`src/rtl/display_scan_controller_pkg.sv`:
```
// Shared widths and scan FSM encoding for the multiplexed 8-digit display scanner.
// Pure declarations; no timing or flow-control behaviour of its own.
package display_pkg;

    localparam int NUM_DIGITS = 8;
    localparam int DIGIT_W    = 3;
    localparam int PWM_W      = 3;

    typedef enum logic [1:0] {
        OFF    = 2'd0,
        GUARD  = 2'd1,
        ACTIVE = 2'd2
    } scan_state_t;

    // Active-low anode pattern with only digit d driven.
    function automatic logic [NUM_DIGITS-1:0] anode_sel(input logic [DIGIT_W-1:0] d);
        logic [NUM_DIGITS-1:0] v;
        v    = '1;
        v[d] = 1'b0;
        return v;
    endfunction

endpackage

```
`src/rtl/display_scan_controller_if.sv`:
```
// Control/status bundle between a display host and the scan controller.
// Level signals only; no handshake, the controller never stalls its host.
interface display_scan_if;
    import display_pkg::*;

    logic                  enable;
    logic [NUM_DIGITS-1:0] digit_mask;
    logic [PWM_W-1:0]      brightness;
    logic [DIGIT_W-1:0]    displayDigit;
    logic [NUM_DIGITS-1:0] anode;
    logic                  frame_tick;

    modport master (
        output enable, digit_mask, brightness,
        input  displayDigit, anode, frame_tick
    );

    modport slave (
        input  enable, digit_mask, brightness,
        output displayDigit, anode, frame_tick
    );

endinterface

```
`src/rtl/display_scan_controller_timer.sv`:
```
// Per-slot cycle counter with terminal-count and end-of-guard flags.
// Flags are combinational from the counter register; count_en low holds it at zero.
module scan_timer #(
    parameter int REFRESH_DIV  = 100000,
    parameter int GUARD_CYCLES = 1000
) (
    input  logic clk,
    input  logic reset,
    input  logic count_en,
    output logic slot_done,
    output logic guard_done
);

    localparam int CNT_W = (REFRESH_DIV > 1) ? $clog2(REFRESH_DIV) : 1;
    localparam logic [CNT_W-1:0] SLOT_LAST  = CNT_W'(REFRESH_DIV - 1);
    localparam logic [CNT_W-1:0] GUARD_LAST = CNT_W'(GUARD_CYCLES - 1);

    logic [CNT_W-1:0] cnt;

    always_ff @(posedge clk) begin
        if (reset || !count_en) begin
            cnt <= '0;
        end else if (cnt == SLOT_LAST) begin
            cnt <= '0;
        end else begin
            cnt <= cnt + CNT_W'(1);
        end
    end

    assign slot_done  = (cnt == SLOT_LAST);
    assign guard_done = (cnt == GUARD_LAST);

endmodule

```
`src/rtl/display_scan_controller.sv`:
```
// 8-digit multiplexed display scanner: guard-blanked slots, PWM brightness, frame pulse.
// All outputs registered, one cycle after inputs; no backpressure.
module display_scan_controller
    import display_pkg::*;
#(
    parameter int REFRESH_DIV  = 100000,
    parameter int GUARD_CYCLES = 1000
) (
    input  logic         clk,
    input  logic         reset,
    display_scan_if.slave dsp
);

    scan_state_t           state, state_nxt;
    logic [DIGIT_W-1:0]    digit, digit_nxt;
    logic [PWM_W-1:0]      pwm, pwm_nxt;
    logic [NUM_DIGITS-1:0] anode_q, anode_nxt;
    logic                  tick_q, tick_nxt;
    logic                  count_en;
    logic                  slot_done;
    logic                  guard_done;

    assign count_en = dsp.enable && (state != OFF);

    scan_timer #(
        .REFRESH_DIV  (REFRESH_DIV),
        .GUARD_CYCLES (GUARD_CYCLES)
    ) u_timer (
        .clk        (clk),
        .reset      (reset),
        .count_en   (count_en),
        .slot_done  (slot_done),
        .guard_done (guard_done)
    );

    always_comb begin
        state_nxt = state;
        digit_nxt = digit;
        pwm_nxt   = pwm;
        tick_nxt  = 1'b0;
        anode_nxt = '1;

        if (!dsp.enable) begin
            state_nxt = OFF;
            digit_nxt = '0;
            pwm_nxt   = '0;
        end else begin
            unique case (state)
                OFF: begin
                    state_nxt = GUARD;
                    digit_nxt = '0;
                    pwm_nxt   = '0;
                end
                GUARD: begin
                    if (guard_done) begin
                        state_nxt = ACTIVE;
                    end
                end
                ACTIVE: begin
                    if (slot_done) begin
                        state_nxt = GUARD;
                        digit_nxt = digit + DIGIT_W'(1);
                        pwm_nxt   = '0;
                        tick_nxt  = (digit == DIGIT_W'(NUM_DIGITS - 1));
                    end else begin
                        pwm_nxt = pwm + PWM_W'(1);
                    end
                end
                default: begin
                    state_nxt = OFF;
                    digit_nxt = '0;
                    pwm_nxt   = '0;
                end
            endcase
        end

        // Anode is decoded from the next state so it lines up with displayDigit
        // and goes dark in the same cycle the FSM leaves ACTIVE.
        if ((state_nxt == ACTIVE) && (pwm_nxt <= dsp.brightness)
                && !dsp.digit_mask[digit_nxt]) begin
            anode_nxt = anode_sel(digit_nxt);
        end
    end

    always_ff @(posedge clk) begin
        if (reset) begin
            state   <= OFF;
            digit   <= '0;
            pwm     <= '0;
            anode_q <= '1;
            tick_q  <= 1'b0;
        end else begin
            state   <= state_nxt;
            digit   <= digit_nxt;
            pwm     <= pwm_nxt;
            anode_q <= anode_nxt;
            tick_q  <= tick_nxt;
        end
    end

    assign dsp.displayDigit = digit;
    assign dsp.anode        = anode_q;
    assign dsp.frame_tick   = tick_q;

endmodule

```
`src/flat_wrapper.sv`:
```
// flat-port wrapper written by rule: the top's interface ports become plain ports
module display_scan_controller_flat import display_pkg::*;
#(
    parameter int REFRESH_DIV  = 100000,
    parameter int GUARD_CYCLES = 1000
)
  (clk, reset, dsp_enable, dsp_digit_mask, dsp_brightness, dsp_displayDigit, dsp_anode, dsp_frame_tick);
  display_scan_if dsp_i ();
  input  logic clk;
  input  logic reset;
  input wire logic [$bits(dsp_i.enable)-1:0] dsp_enable;
  input wire logic [$bits(dsp_i.digit_mask)-1:0] dsp_digit_mask;
  input wire logic [$bits(dsp_i.brightness)-1:0] dsp_brightness;
  output wire logic [$bits(dsp_i.displayDigit)-1:0] dsp_displayDigit;
  output wire logic [$bits(dsp_i.anode)-1:0] dsp_anode;
  output wire logic [$bits(dsp_i.frame_tick)-1:0] dsp_frame_tick;
  assign dsp_i.enable = dsp_enable;
  assign dsp_i.digit_mask = dsp_digit_mask;
  assign dsp_i.brightness = dsp_brightness;
  assign dsp_displayDigit = dsp_i.displayDigit;
  assign dsp_anode = dsp_i.anode;
  assign dsp_frame_tick = dsp_i.frame_tick;
  display_scan_controller #(.REFRESH_DIV(REFRESH_DIV), .GUARD_CYCLES(GUARD_CYCLES)) u_core (.clk(clk), .reset(reset), .dsp(dsp_i));
endmodule
```
`config.mk`:
```
export PLATFORM = sky130hd
export DESIGN_NAME = display_scan_controller_flat
export DESIGN_NICKNAME = d
export VERILOG_FILES = /design/src/rtl/display_scan_controller_pkg.sv /design/src/rtl/display_scan_controller_if.sv /design/src/rtl/display_scan_controller_timer.sv /design/src/rtl/display_scan_controller.sv /design/src/flat_wrapper.sv
export SDC_FILE = /design/constraint.sdc
export NUM_CORES = 1
export LEC_CHECK = 0
export BUFFER_PORTS_ARGS = -buffer_cell sky130_fd_sc_hd__clkbuf_2
export CAP_MARGIN = 0
export CORE_UTILIZATION = 30
export DETAILED_ROUTE_END_ITERATION = 12
export PLACE_DENSITY = 0.58
export SLEW_MARGIN = 20
export SYNTH_ARGS = -nofsm -noshare
export SYNTH_HDL_FRONTEND = slang
export SYNTH_SLANG_ARGS = --single-unit
```
`constraint.sdc`:
```
create_clock -name clk -period 3.3 [get_ports clk]
set_input_delay 0.66 -clock clk [delete_from_list [all_inputs] [get_ports clk]]
set_output_delay 0.66 -clock clk [all_outputs]
set_load 0.03 [all_outputs]
```
Yosys cells after proc, flatten, opt, wreduce, memory -nomap -nowiden --
Index checks and enable logic that the tools add are counted.
Operators by class: $add $sub $neg 3, order comparisons 3, equal/unequal tests 6, mux-type cells 14, bitwise gates (word level) 5, reduce and logical (&&, ||, !) cells 12
Operator list (count):
- $add A17 B1 Y17 const B | 1
- $eq A17 B10 Y1 const B | 1
- $eq A17 B17 Y1 const B | 1
- $mux W3 | 4
- $pmux W3 S2 | 2
- $not A8 Y8 | 1
- $add A3 B1 Y3 const B | 2
- $mux W2 | 3
- $pmux W2 S3 | 1
- $eq A2 B2 Y1 const B | 2
- $logic_and A1 B1 Y1 | 4
- $lt A3 B4 Y1 const B | 1
- $not A1 Y1 | 4
- $reduce_or A2 Y1 | 2
- $reduce_or A4 Y1 | 1
- $bmux W1 S3 | 1
- $demux W1 S3 | 1
- $eq A3 B3 Y1 const B | 1
- $ge A3 B1 Y1 const B | 1
- $le A3 B3 Y1 | 1
- $eq A2 B1 Y1 const B | 1
- $logic_not A1 Y1 | 2
- $logic_not A2 Y1 | 1
- $mux W1 | 2
- 2 further kinds | 2
Word-level totals: flip-flop bits (word level) 34, output and inout bits 12, logic and storage cells 49

Logic depth before layout (Yosys ltp) --
Gate-level depths: netlist (run 1).
depth in word-level cells 10, depth in mapped cells 14, mapped depth without buffers 13

Hierarchy --
From an unflattened synthesis (run 1), not the netlist that was laid out.
Unflattened totals: cells, all modules 191, area, all modules 1715.4 µm²
By module, submodules not included:
- display_scan_controller | times used 1, cells each 94, area an instance 884.6 µm², sequential area each 340.3 µm²
- scan_timer | times used 1, cells each 97, area an instance 830.8 µm², sequential area each 340.3 µm²

Worst setup path before layout (run 1) --
OpenSTA, ideal clock, no wires.
path kind register -> register, start register u_core.u_timer.cnt[0], end register u_core.anode_q[5], in the netlist u_core.dsp.anode[5], setup time 134 ps, data arrival time 2803 ps, path slack 363 ps, cell stages (with the launch flop) 13, buffers on the path 1, path through dfxtp_1 -> ha_1 -> and4_1 -> and4_1 -> buf_2 -> or3_1 -> a311oi_1 -> ha_1 -> o21ai_0 -> a32oi_1 -> nor2_1 -> nand3_2 -> or4_1
On the way: elaborated cells on any way between the ends 27, those cells by class 3 x order compare; 3 x eq/ne; 14 x mux; 2 x bitwise; 5 x reduce/logical
RTL lines:
- start: declaration | line display_scan_controller_timer.sv:18 | logic [CNT_W-1:0] cnt;
- start signal: assignment | line display_scan_controller_timer.sv:26 | cnt <= cnt + CNT_W'(1);
- $eq A17 B17 Y1 | line display_scan_controller_timer.sv:30 | assign slot_done = (cnt == SLOT_LAST);
- $mux W3 | line display_scan_controller.sv:60 | if (slot_done) begin
- $pmux W3 S2 | line display_scan_controller.sv:48 | unique case (state)
- $mux W3 | line display_scan_controller.sv:43 | if (!dsp.enable) begin
- via u_core.pwm_nxt[2] | line display_scan_controller.sv:16 | logic [PWM_W-1:0] pwm, pwm_nxt;
- $le A3 B3 Y1 | line display_scan_controller.sv:79 | if ((state_nxt == ACTIVE) && (pwm_nxt <= dsp.brightness)
- $logic_and A1 B1 Y1 | line display_scan_controller.sv:79
- $logic_and A1 B1 Y1 | line display_scan_controller.sv:80 | && !dsp.digit_mask[digit_nxt]) begin
- $not A1 Y1 (no source line)
- $reduce_or A2 Y1 (no source line)
- end signal: assignment | line display_scan_controller.sv:96 | anode_q <= anode_nxt;
- end: declaration | line display_scan_controller.sv:17 | logic [NUM_DIGITS-1:0] anode_q, anode_nxt;
The timed path passes the listed nets, and every way through them passes these cells. The select of a mux whose other input is x is not followed. A chain may end at the register's enable or synchronous reset.

Worst setup path after layout (run 1) --
start register u_core.state[0], end register u_core.anode_q[5], in the netlist u_core.dsp.anode[5]
On the way: elaborated cells on any way between the ends 26, those cells by class 3 x order compare; 3 x eq/ne; 12 x mux; 2 x bitwise; 6 x reduce/logical
RTL lines:
- start: declaration | line display_scan_controller.sv:14 | scan_state_t state, state_nxt;
- start signal: assignment | line display_scan_controller.sv:93 | state <= state_nxt;
- $eq A2 B2 Y1 / $eq A2 B1 Y1 (equally long branches) | line display_scan_controller.sv:48
- $pmux W3 S2 (*) | line display_scan_controller.sv:48
- $mux W3 (*) | line display_scan_controller.sv:43
- via u_core.pwm_nxt[2] | line display_scan_controller.sv:16
- $le A3 B3 Y1 (*) | line display_scan_controller.sv:79
- $logic_and A1 B1 Y1 (*) | line display_scan_controller.sv:79
- $logic_and A1 B1 Y1 (*) | line display_scan_controller.sv:80
- $not A1 Y1 (no source line) (*)
- $reduce_or A2 Y1 (no source line) (*)
Mark *: on every way through the listed nets, which the timed path passes. The rest lies on a longest branch. The select of a mux whose other input is x is not followed.

==> impl_metrics.tcl, run 1 <==
set metrics [dict create \
    synth_ff_type "dfxtp_1" \
    reg2reg_slack_ps 220 \
    dpl.hpwl_um 2958 \
    placed_cell_area_mm2 0.001978 \
    worstMarginPinSlew_ps 658.2 \
    power_frac_seq_pct 53.6 \
    dp_cells 295 \
    startpoint_type "flip-flop" \
    max_freq_mhz 324.4 \
    cts_buffer_depth 2 \
    ys_ff_latch 34 \
    slew_headroom_pct 56.00 \
    grt_overflow 0 \
    die_w_um 78.93 \
    final_cells 303 \
    sw_frac_of_total_pct 22.88 \
    pin_count 26 \
    power_report.internal_total_uw 593.5 \
    diodes 0 \
    power_uw 769.7 \
    layout.nets 255 \
    synth_edf_count 0 \
    end_kind "flip-flop" \
    cts-root-buf "clkbuf_8" \
    via_per_inst 5.129 \
    powerDensity_mw_per_mm2 368.6 \
    vias 1554 \
    netlist_area_mm2 0.001775 \
    synth_fp_nets 226 \
    hold_viol 0 \
    synth_warnings 0 \
    path_class "reg -> reg" \
    final_layout_size_suffix_gt1_share_pct 19.91 \
    core_mm2 0.005608 \
    cp_max_fo 9 \
    period_needed_ps 3082 \
    syn_inst 201 \
    status "completed" \
    grt_max_degree 18 \
    drc 0 \
    p_leak_nw 0.7528 \
    pwr-share-comb_pct 4.5 \
    syn_to_final_growth_pct 17.62 \
    final_common_cell "dfxtp_1" \
    yosysUniqueCellTypes 52 \
    setup-violations-final 0 \
    clock-sinks 34 \
    arrival_ps 3240 \
    worstPathRequired_ps 3460 \
    pre_cts_slack_ps 255.2 \
    htree_num_levels 2 \
    async_reset_ff_share_pct 0 \
    die-area_mm2 0.006230 \
    fin_skew_ps 9.844 \
    gp_congestion 0.7739 \
    wirelength_um 4007 \
    rows 27 \
    fin_crit_sh_pct 93.41 \
    max-vdd-ir-drop_mv 0.1328 \
    die_h_um 78.93 \
    grt_pass1_vias 1352 \
    yosysSeqAreaShare_pct 38.34 \
    hold_path_class "reg -> reg" \
    io_buffers 25 \
    detail-route-antenna-nets 0 \
    final_cell_area_mm2 0.002088 \
    antenna_found_initial 0 \
    switchingPower_uw 176.1 \
    cts_buffers 5 \
    power_frac_clock_pct 42.0 \
    grt_pass1_wl_um 6451 \
    clkLatencyLatePin_ps 290 \
    layout_common_cells "dfxtp_1, nor2_1, clkbuf_2" \
    clk_pin_slew_ps 70 \
    wire_per_inst_um 13.22 \
    max_cap_violations 0 \
    fin_ws_ps 217.5 \
    initial_core_util_pct 31.66 \
    final_max_slew_viol_count 0 \
    cts_tree "built" \
    drt-pass1-iter-count 4 \
    grt_usage_pct 13.18 \
    nFillCells 618 \
    drt-initial-drc-count 138 \
    synth.avg_cell_area_um2 8.833 \
]
==> power groups by stage <==
stage	Sequential, mW	Combinational [mW]	Clock [mW]
final	0.412	0.0343	0.323
after global routing	0.413	0.0389	0.349
after CTS	0.412	0.0342	0.331
after detailed placement	0.422	0.0340	0
after global placement	0.422	0.0343	0
after floorplan	0.422	0.0202	0
==> flip-flops by register name, summed over array words and instances, names as in the netlist <==
name                     cells
u_core.u_timer.cnt          17
u_core.dsp.displayDigit      3
u_core.dsp.frame_tick        1
u_core.dsp.anode             8
u_core.pwm                   3
u_core.state                 2
==> critical path, cell delays in order (launching register included) <==
cell and delay (ps):
dfxtp_1 350, inv_1 90, ha_1 350, inv_1 180
or3_1 410, a311oi_2 340, ha_1 300, o21ai_0 70
a32oi_1 110, nor2_1 140, nand3_2 100, or4_1 520
==> cell type report <==
type | count | area (um2) | area share (%)
multi-input cells | 154 | 1052 | 50.39
flip-flops and latches | 34 | 680.7 | 32.59
repair buffers | 27 | 140.1 | 6.711
well taps | 72 | 90.09 | 4.314
clock buffers | 6 | 82.58 | 3.954
inverters | 8 | 30.03 | 1.438
clock inverters | 2 | 12.51 | 0.5992
==> per-layer routing <==
metal / vias to the layer above / routed length [um] / GRT usage, %
met5: - / 0 / 0
met4: 0 / 67 / 5.455
met3: 5 / 149 / 2.874
met2: 36 / 1805 / 19.57
met1: 726 / 1986 / 18.33
li1: 787 / - / -
==> synthesized netlist by cell type (3+ instances only) <==
master | instances | area [um2]
a21oi_1 | 7 | 35.03
a32oi_1 | 3 | 26.28
and4_1 | 3 | 26.28
clkbuf_1 | 3 | 11.26
dfxtp_1 | 34 | 680.7
ha_1 | 11 | 137.6
inv_1 | 8 | 30.03
mux2i_1 | 3 | 30.03
nand2_1 | 12 | 45.04
nand3_1 | 11 | 55.05
nand4_1 | 5 | 31.28
nor2_1 | 30 | 112.6
nor2b_1 | 4 | 25.02
o21ai_0 | 5 | 25.02
or3_1 | 8 | 50.05
or4_1 | 4 | 30.03
xor2_1 | 9 | 78.83
==> what timing repair did <==
action                                  CTS  global route
setup buffers                             0             0
gates resized for setup                   0             3
endpoints found under the setup margin    0             2
hold buffers                              0             0
hold endpoints to repair                  0             0
==> logic make-up after synthesis <==
| group | Yosys count | synth area share, % |
|---|---|---|
| AND/OR/NAND/NOR | 103 | 33.69 |
| flip-flops | 34 | 38.34 |
| AO/OA/AOI/OAI | 25 | 9.232 |
| buffers and inverters | 13 | 3.241 |
| XOR/XNOR | 11 | 5.427 |
| adder cells (fa/ha/maj) | 11 | 7.752 |
| multiplexers | 4 | 2.326 |
==> stage by stage <==
| stage | hold slack, ps | setup TNS (ps) | util, % |
|---|---|---|---|
| 4_1_cts | 471.9 | 0 | 36.97 |
| 2_1_floorplan | 429.7 | 0 | - |
| 3_3_place_gp | 444.7 | 0 | 35.27 |
| 6_report | 466.4 | 0 | 37.24 |
| 3_5_place_dp | 456.4 | 0 | 35.27 |
| 5_1_grt | 502.0 | -19.70 | 37.24 |
==> worst paths after layout <==
| check | start | cells after the start | to |
|---|---|---|---|
| max | u_core.state[0]$_SDFF_PP0_ | 11 | u_core.dsp.anode[5]$_SDFF_PP1_ |
| min reg2reg | u_core.u_timer.cnt[0]$_SDFF_PP0_ | 1 | u_core.u_timer.cnt[0]$_SDFF_PP0_ |
| min | u_core.u_timer.cnt[0]$_SDFF_PP0_ | 1 | u_core.u_timer.cnt[0]$_SDFF_PP0_ |
| max reg2reg | u_core.state[0]$_SDFF_PP0_ | 11 | u_core.dsp.anode[5]$_SDFF_PP1_ |
Power figures use the tool's default switching activity.
==> run 2, diff against run 1 <==
--- a/config.mk
+++ b/config.mk
@@ -9,6 +9,7 @@
 export CAP_MARGIN = 0
 export CORE_UTILIZATION = 30
 export DETAILED_ROUTE_END_ITERATION = 12
+export MAX_ROUTING_LAYER = met4
 export PLACE_DENSITY = 0.58
 export SLEW_MARGIN = 20
 export SYNTH_ARGS = -nofsm -noshare
==> run 2 against run 1 <==
Sequential power about the same. Routed wire length about the same. Global-route usage rose by 0.36 points. Largest power group unchanged. Non-clock buffer count unchanged. Worst hold slack is essentially flat. Utilization unchanged. Sequential cell count is the same. Largest cell class unchanged.
==> impl_metrics.tcl, run 2 (synthesis gave the netlist of run 1 again) <==
set metrics [dict create \
    clkLatencyLatePin_ps 290 \
    end_kind "flip-flop" \
    period_needed_ps 3083 \
    drt-pass1-iter-count 4 \
    io_buffers 25 \
    largest-register "u_core.u_timer.cnt" \
    layout.nets 255 \
    drc 0 \
    cts-root-buf "clkbuf_8" \
    grt_pass1_vias 1351 \
    multiInputGateArea_mm2 0.001052 \
    powerDensity_mw_per_mm2 368.5 \
    vias 1555 \
    grt_pass1_wl_um 6451 \
    gp_congestion 0.7844 \
    clk_pin_slew_ps 70 \
    rr_worst_depth 11 \
    largest_register_ffs 17 \
    core_mm2 0.005608 \
    reg2reg_slack_ps 220 \
    die_w_um 78.93 \
    fin_ws_ps 217.5 \
    postCtsSetupRepairBufs 0 \
    min_to "u_core.u_timer.cnt[0]$_SDFF_PP0_" \
    seqCellArea_um2 680.7 \
    crit_path_start "u_core.state[0]$_SDFF_PP0_" \
    cp_top_family "simple AND/OR/NAND/NOR gates" \
    fin_skew_ps 9.574 \
    setup-violations-final 0 \
    cts_buffer_depth 2 \
    arrival_ps 3240 \
    grt_usage_pct 13.55 \
    startpoint_type "flip-flop" \
    cts_buffers 5 \
    die-area_mm2 0.006230 \
    max_freq_mhz 324.4 \
    status "completed" \
    worstReg2RegEnd "u_core.dsp.anode[5]$_SDFF_PP1_" \
    worstReg2RegStart "u_core.state[0]$_SDFF_PP0_" \
    diodes 0 \
    htree_num_levels 2 \
    wirelength_um 4008 \
    hold_path_class "reg -> reg" \
    antenna_found_initial 0 \
    initial_core_util_pct 31.66 \
    fin_crit_sh_pct 93.41 \
    cp_max_fo 9 \
    final_layout_size_suffix_gt1_share_pct 19.91 \
    detail-route-antenna-nets 0 \
    path_class "reg -> reg" \
    pre_cts_slack_ps 255.2 \
    cp_slowest_cell "or4_1" \
    hold_viol 0 \
    worstMarginPinSlew_ps 658.3 \
    hp-start "u_core.u_timer.cnt[0]$_SDFF_PP0_" \
    crit_chain "inv_1 > ha_1 > inv_1 > or3_1 > a311oi_2 > ha_1 > o21ai_0 > a32oi_1 > nor2_1 > nand3_2 > or4_1" \
    whs_path_depth 1 \
    via_per_inst 5.132 \
    final_common_cell "dfxtp_1" \
    cts_tree "built" \
    cp_num_buf_inv 2 \
    syn_to_final_growth_pct 17.62 \
    final_max_slew_viol_count 0 \
    grt_max_degree 18 \
    rows 27 \
    placed_cell_area_mm2 0.001978 \
    grt_overflow 0 \
    die_h_um 78.93 \
    drt-initial-drc-count 148 \
    setup_tns_ps 0 \
    layout_common_cells "dfxtp_1, nor2_1, clkbuf_2" \
    clock-sinks 34 \
    slew_headroom_pct 55.99 \
    final_cell_area_mm2 0.002088 \
    nFillCells 618 \
    wire_per_inst_um 13.23 \
    max_cap_violations 0 \
    p_leak_nw 0.7528 \
    pin_count 26 \
    max_stage_delay_ps 520 \
    max-vdd-ir-drop_mv 0.1328 \
    worstPathRequired_ps 3460 \
    dpl.hpwl_um 2958 \
]
run 2: cell counts in the layout (fill, tap and decap cells not counted):
Identical to the previous run, type by type.
run 2: repair_timing:
item	in CTS	in global routing
gates resized for setup	0	3
endpoints found under the setup margin	0	2
hold buffers	0	0
run 2: routing by layer:
| metal | vias up | GRT usage, % | part of all wire [%] |
|---|---|---|---|
| met5 | - | - | 0 |
| met4 | 0 | 5.455 | 1.6 |
| met3 | 7 | 2.874 | 3.7 |
| met2 | 36 | 19.57 | 45 |
| met1 | 725 | 18.33 | 50 |
| li1 | 787 | - | - |
run 2: final cells by class:
cell class / count / area share, %
Sequential cell: 34 / 32.59
Clock buffer: 6 / 3.954
Multi-Input combinational cell: 154 / 50.39
Tap cell: 72 / 4.314
Timing Repair Buffer: 27 / 6.711
Inverter: 8 / 1.438
Clock inverter: 2 / 0.5992
run 2: worst max-delay path by stage:
| stage | to | slack, ps | depth (start not counted) |
|---|---|---|---|
| 2_1_floorplan | u_core.dsp.anode[5]$_SDFF_PP1_ | 360 | 12 |
| 3_3_place_gp | u_core.dsp.anode[5]$_SDFF_PP1_ | 290 | 12 |
| 3_5_place_dp | u_core.dsp.anode[5]$_SDFF_PP1_ | 260 | 11 |
| 4_1_cts | u_core.dsp.anode[5]$_SDFF_PP1_ | 230 | 11 |
| 5_1_grt | u_core.dsp.anode[5]$_SDFF_PP1_ | -20 | 11 |
| 6_report | u_core.dsp.anode[5]$_SDFF_PP1_ | 220 | 11 |
run 2: per-stage QoR:
step	instances	hold WS, ps	util, %	power [mW]
after floorplan	201	429.7	-	0.4419
after global placement	295	444.7	35.27	0.4561
after detailed placement	295	456.4	35.27	0.4560
after CTS	303	471.9	36.97	0.7775
after global routing	303	502.0	37.24	0.8003
final	303	466.4	37.24	0.7694
run 2: power by group:
part / switching [mW] / leakage (nW) / internal (mW)
combinational: 0.0196 / 0.431 / 0.0147
sequential: 0.00126 / 0.274 / 0.411
clock: 0.155 / 0.0472 / 0.168
==> run 3, diff against run 2 <==
--- a/config.mk
+++ b/config.mk
@@ -10,7 +10,8 @@
 export CORE_UTILIZATION = 30
 export DETAILED_ROUTE_END_ITERATION = 12
 export MAX_ROUTING_LAYER = met4
-export PLACE_DENSITY = 0.58
+export PLACE_DENSITY_LB_ADDON = 0.25
+export RECOVER_POWER = 50
 export SLEW_MARGIN = 20
 export SYNTH_ARGS = -nofsm -noshare
 export SYNTH_HDL_FRONTEND = slang
==> run 3 against run 2 <==
Final area is 2.3% lower. Utilization decreased by 0.85 points. Non-clock buffer count increased by 1. Critical path type unchanged. Largest cell class unchanged.
==> impl_metrics.tcl, run 3 (synthesis gave the netlist of run 1 again) <==
set metrics [dict create \
    status "completed" \
    grt_max_degree 18 \
    cp_max_fo 4 \
    cp-endpoint "u_core.dsp.anode[5]$_SDFF_PP1_" \
    final_cell_area_mm2 0.002041 \
    gp_congestion 0.8104 \
    grt_usage_pct 13.69 \
    hold_viol 0 \
    power_frac_clock_pct 39.2 \
    fin_util_pct 36.39 \
    path_class "reg -> reg" \
    setup-violations-final 0 \
    max-vdd-ir-drop_mv 0.1493 \
    end_kind "flip-flop" \
    largest_register_ffs 17 \
    final_layout_size_suffix_gt1_share_pct 12.55 \
    layout_common_cells "dfxtp_1, nor2_1, clkbuf_2, clkbuf_1, nand2_1" \
    fin_skew_ps 9.319 \
    power_report.internal_total_uw 566.5 \
    wirelength_um 3849 \
    startpoint_type "flip-flop" \
    cts_hold_buf 0 \
    max_cap_violations 0 \
    die-area_mm2 0.006230 \
    die_w_um 78.93 \
    arrival_ps 3170 \
    postCtsSetupRepairBufs 0 \
    fin_ws_ps 289.5 \
    grt_pass1_wl_um 6354 \
    antenna_found_initial 0 \
    layout.nets 256 \
    period_needed_ps 3011 \
    reg2reg_slack_ps 290 \
    pwr-share-comb_pct 4.5 \
    crit_path_start "u_core.u_timer.cnt[0]$_SDFF_PP0_" \
    max_freq_mhz 332.2 \
    sw_frac_of_total_pct 22.62 \
    switchingPower_uw 165.5 \
    worstReg2RegEnd "u_core.dsp.anode[5]$_SDFF_PP1_" \
    largest-register "u_core.u_timer.cnt" \
    placed_cell_area_mm2 0.001986 \
    cts_buffers 5 \
    final_max_slew_viol_count 0 \
    drc 0 \
    power_frac_seq_pct 56.4 \
    vias 1539 \
    drt-initial-drc-count 87 \
    dpl.hpwl_um 2968 \
    p_leak_nw 0.7168 \
    drt-pass1-iter-count 4 \
    fin_crit_sh_pct 91.23 \
    pre_cts_slack_ps 306.5 \
    diodes 0 \
    powerDensity_mw_per_mm2 358.7 \
    rsz0062_at_grt "no" \
    io_buffers 25 \
    cts-root-buf "clkbuf_8" \
    final_common_cell "dfxtp_1" \
    cts_buffer_depth 2 \
    via_per_inst 5.079 \
    setup_tns_ps 0 \
    worstPathRequired_ps 3460 \
    htree_num_levels 2 \
    cts_resized 0 \
    clock-sinks 34 \
    multiInputGateArea_mm2 0.001032 \
    nFillCells 616 \
    clkLatencyLatePin_ps 290 \
    die_h_um 78.93 \
    seqCellArea_um2 680.7 \
    syn_to_final_growth_pct 14.94 \
    pin_count 26 \
    cts_tree "built" \
    worstMarginPinSlew_ps 664.2 \
    slew_headroom_pct 55.59 \
    hold_path_class "reg -> reg" \
    worstReg2RegStart "u_core.u_timer.cnt[0]$_SDFF_PP0_" \
    clk_pin_slew_ps 70 \
    rr_worst_depth 11 \
    initial_core_util_pct 31.66 \
    core_mm2 0.005608 \
    grt_pass1_vias 1398 \
    detail-route-antenna-nets 0 \
    wire_per_inst_um 12.70 \
    rows 27 \
    grt_overflow 0 \
]
## run 3: cell count changes in the layout (fill, tap and decap cells not counted), sizes merged
cell,before,now
clkinv,1,2
clkinvlp,1,0
## run 3: power by group through the flow
stage / logic [mW] / clock network [mW] / registers [mW]
final: 0.0326 / 0.287 / 0.413
after global routing: 0.0382 / 0.315 / 0.413
after CTS: 0.0342 / 0.301 / 0.413
after detailed placement: 0.0341 / 0 / 0.422
after global placement: 0.0342 / 0 / 0.422
after floorplan: 0.0202 / 0 / 0.422
## run 3: cell type report
cell class	instances	area share [%]
Multi-Input combinational cell	154	50.58
Clock inverter	2	0.4905
Inverter	8	1.471
Timing Repair Buffer	28	6.315
Sequential cell	34	33.35
Clock buffer	5	3.372
Tap cell	72	4.414
## run 3: worst max-delay path, stage by stage (launching register included)
cell and delay, ps:
dfxtp_1 340, ha_1 250, and4_1 240, and4_1 190
or3_1 310, a311oi_1 320, ha_1 300, o21ai_0 80
a32oi_1 100, nor2_1 140, nand3_2 100, or4_1 520
## run 3: through the flow
| stage | hold WS, ps | cells | power (mW) |
|---|---|---|---|
| after detailed placement | 455.1 | 296 | 0.4563 |
| after CTS | 472.7 | 303 | 0.7478 |
| after global placement | 444.9 | 296 | 0.4561 |
| after global routing | 485.2 | 303 | 0.7654 |
| final | 468.1 | 303 | 0.7320 |
| after floorplan | 429.7 | 201 | 0.4419 |
## run 3: worst min path at each step
stage	from	to	slack [ps]	cells past startpoint
final	u_core.u_timer.cnt[0]$_SDFF_PP0_	u_core.u_timer.cnt[0]$_SDFF_PP0_	470	1
after global routing	u_core.u_timer.cnt[0]$_SDFF_PP0_	u_core.u_timer.cnt[0]$_SDFF_PP0_	490	1
after CTS	u_core.u_timer.cnt[0]$_SDFF_PP0_	u_core.u_timer.cnt[0]$_SDFF_PP0_	470	1
after detailed placement	u_core.u_timer.cnt[0]$_SDFF_PP0_	u_core.u_timer.cnt[0]$_SDFF_PP0_	460	1
after global placement	u_core.u_timer.cnt[0]$_SDFF_PP0_	u_core.u_timer.cnt[0]$_SDFF_PP0_	440	1
after floorplan	u_core.u_timer.cnt[0]$_SDFF_PP0_	u_core.u_timer.cnt[0]$_SDFF_PP0_	430	1
## run 3: routing by layer
layer  global-route usage (%)  wire, um  vias up
met5                        -         0        -
met4                    6.000        55        0
met3                    2.989       143        5
met2                    21.04      1716       31
met1                    17.26      1934      711
li1                         -         -      792
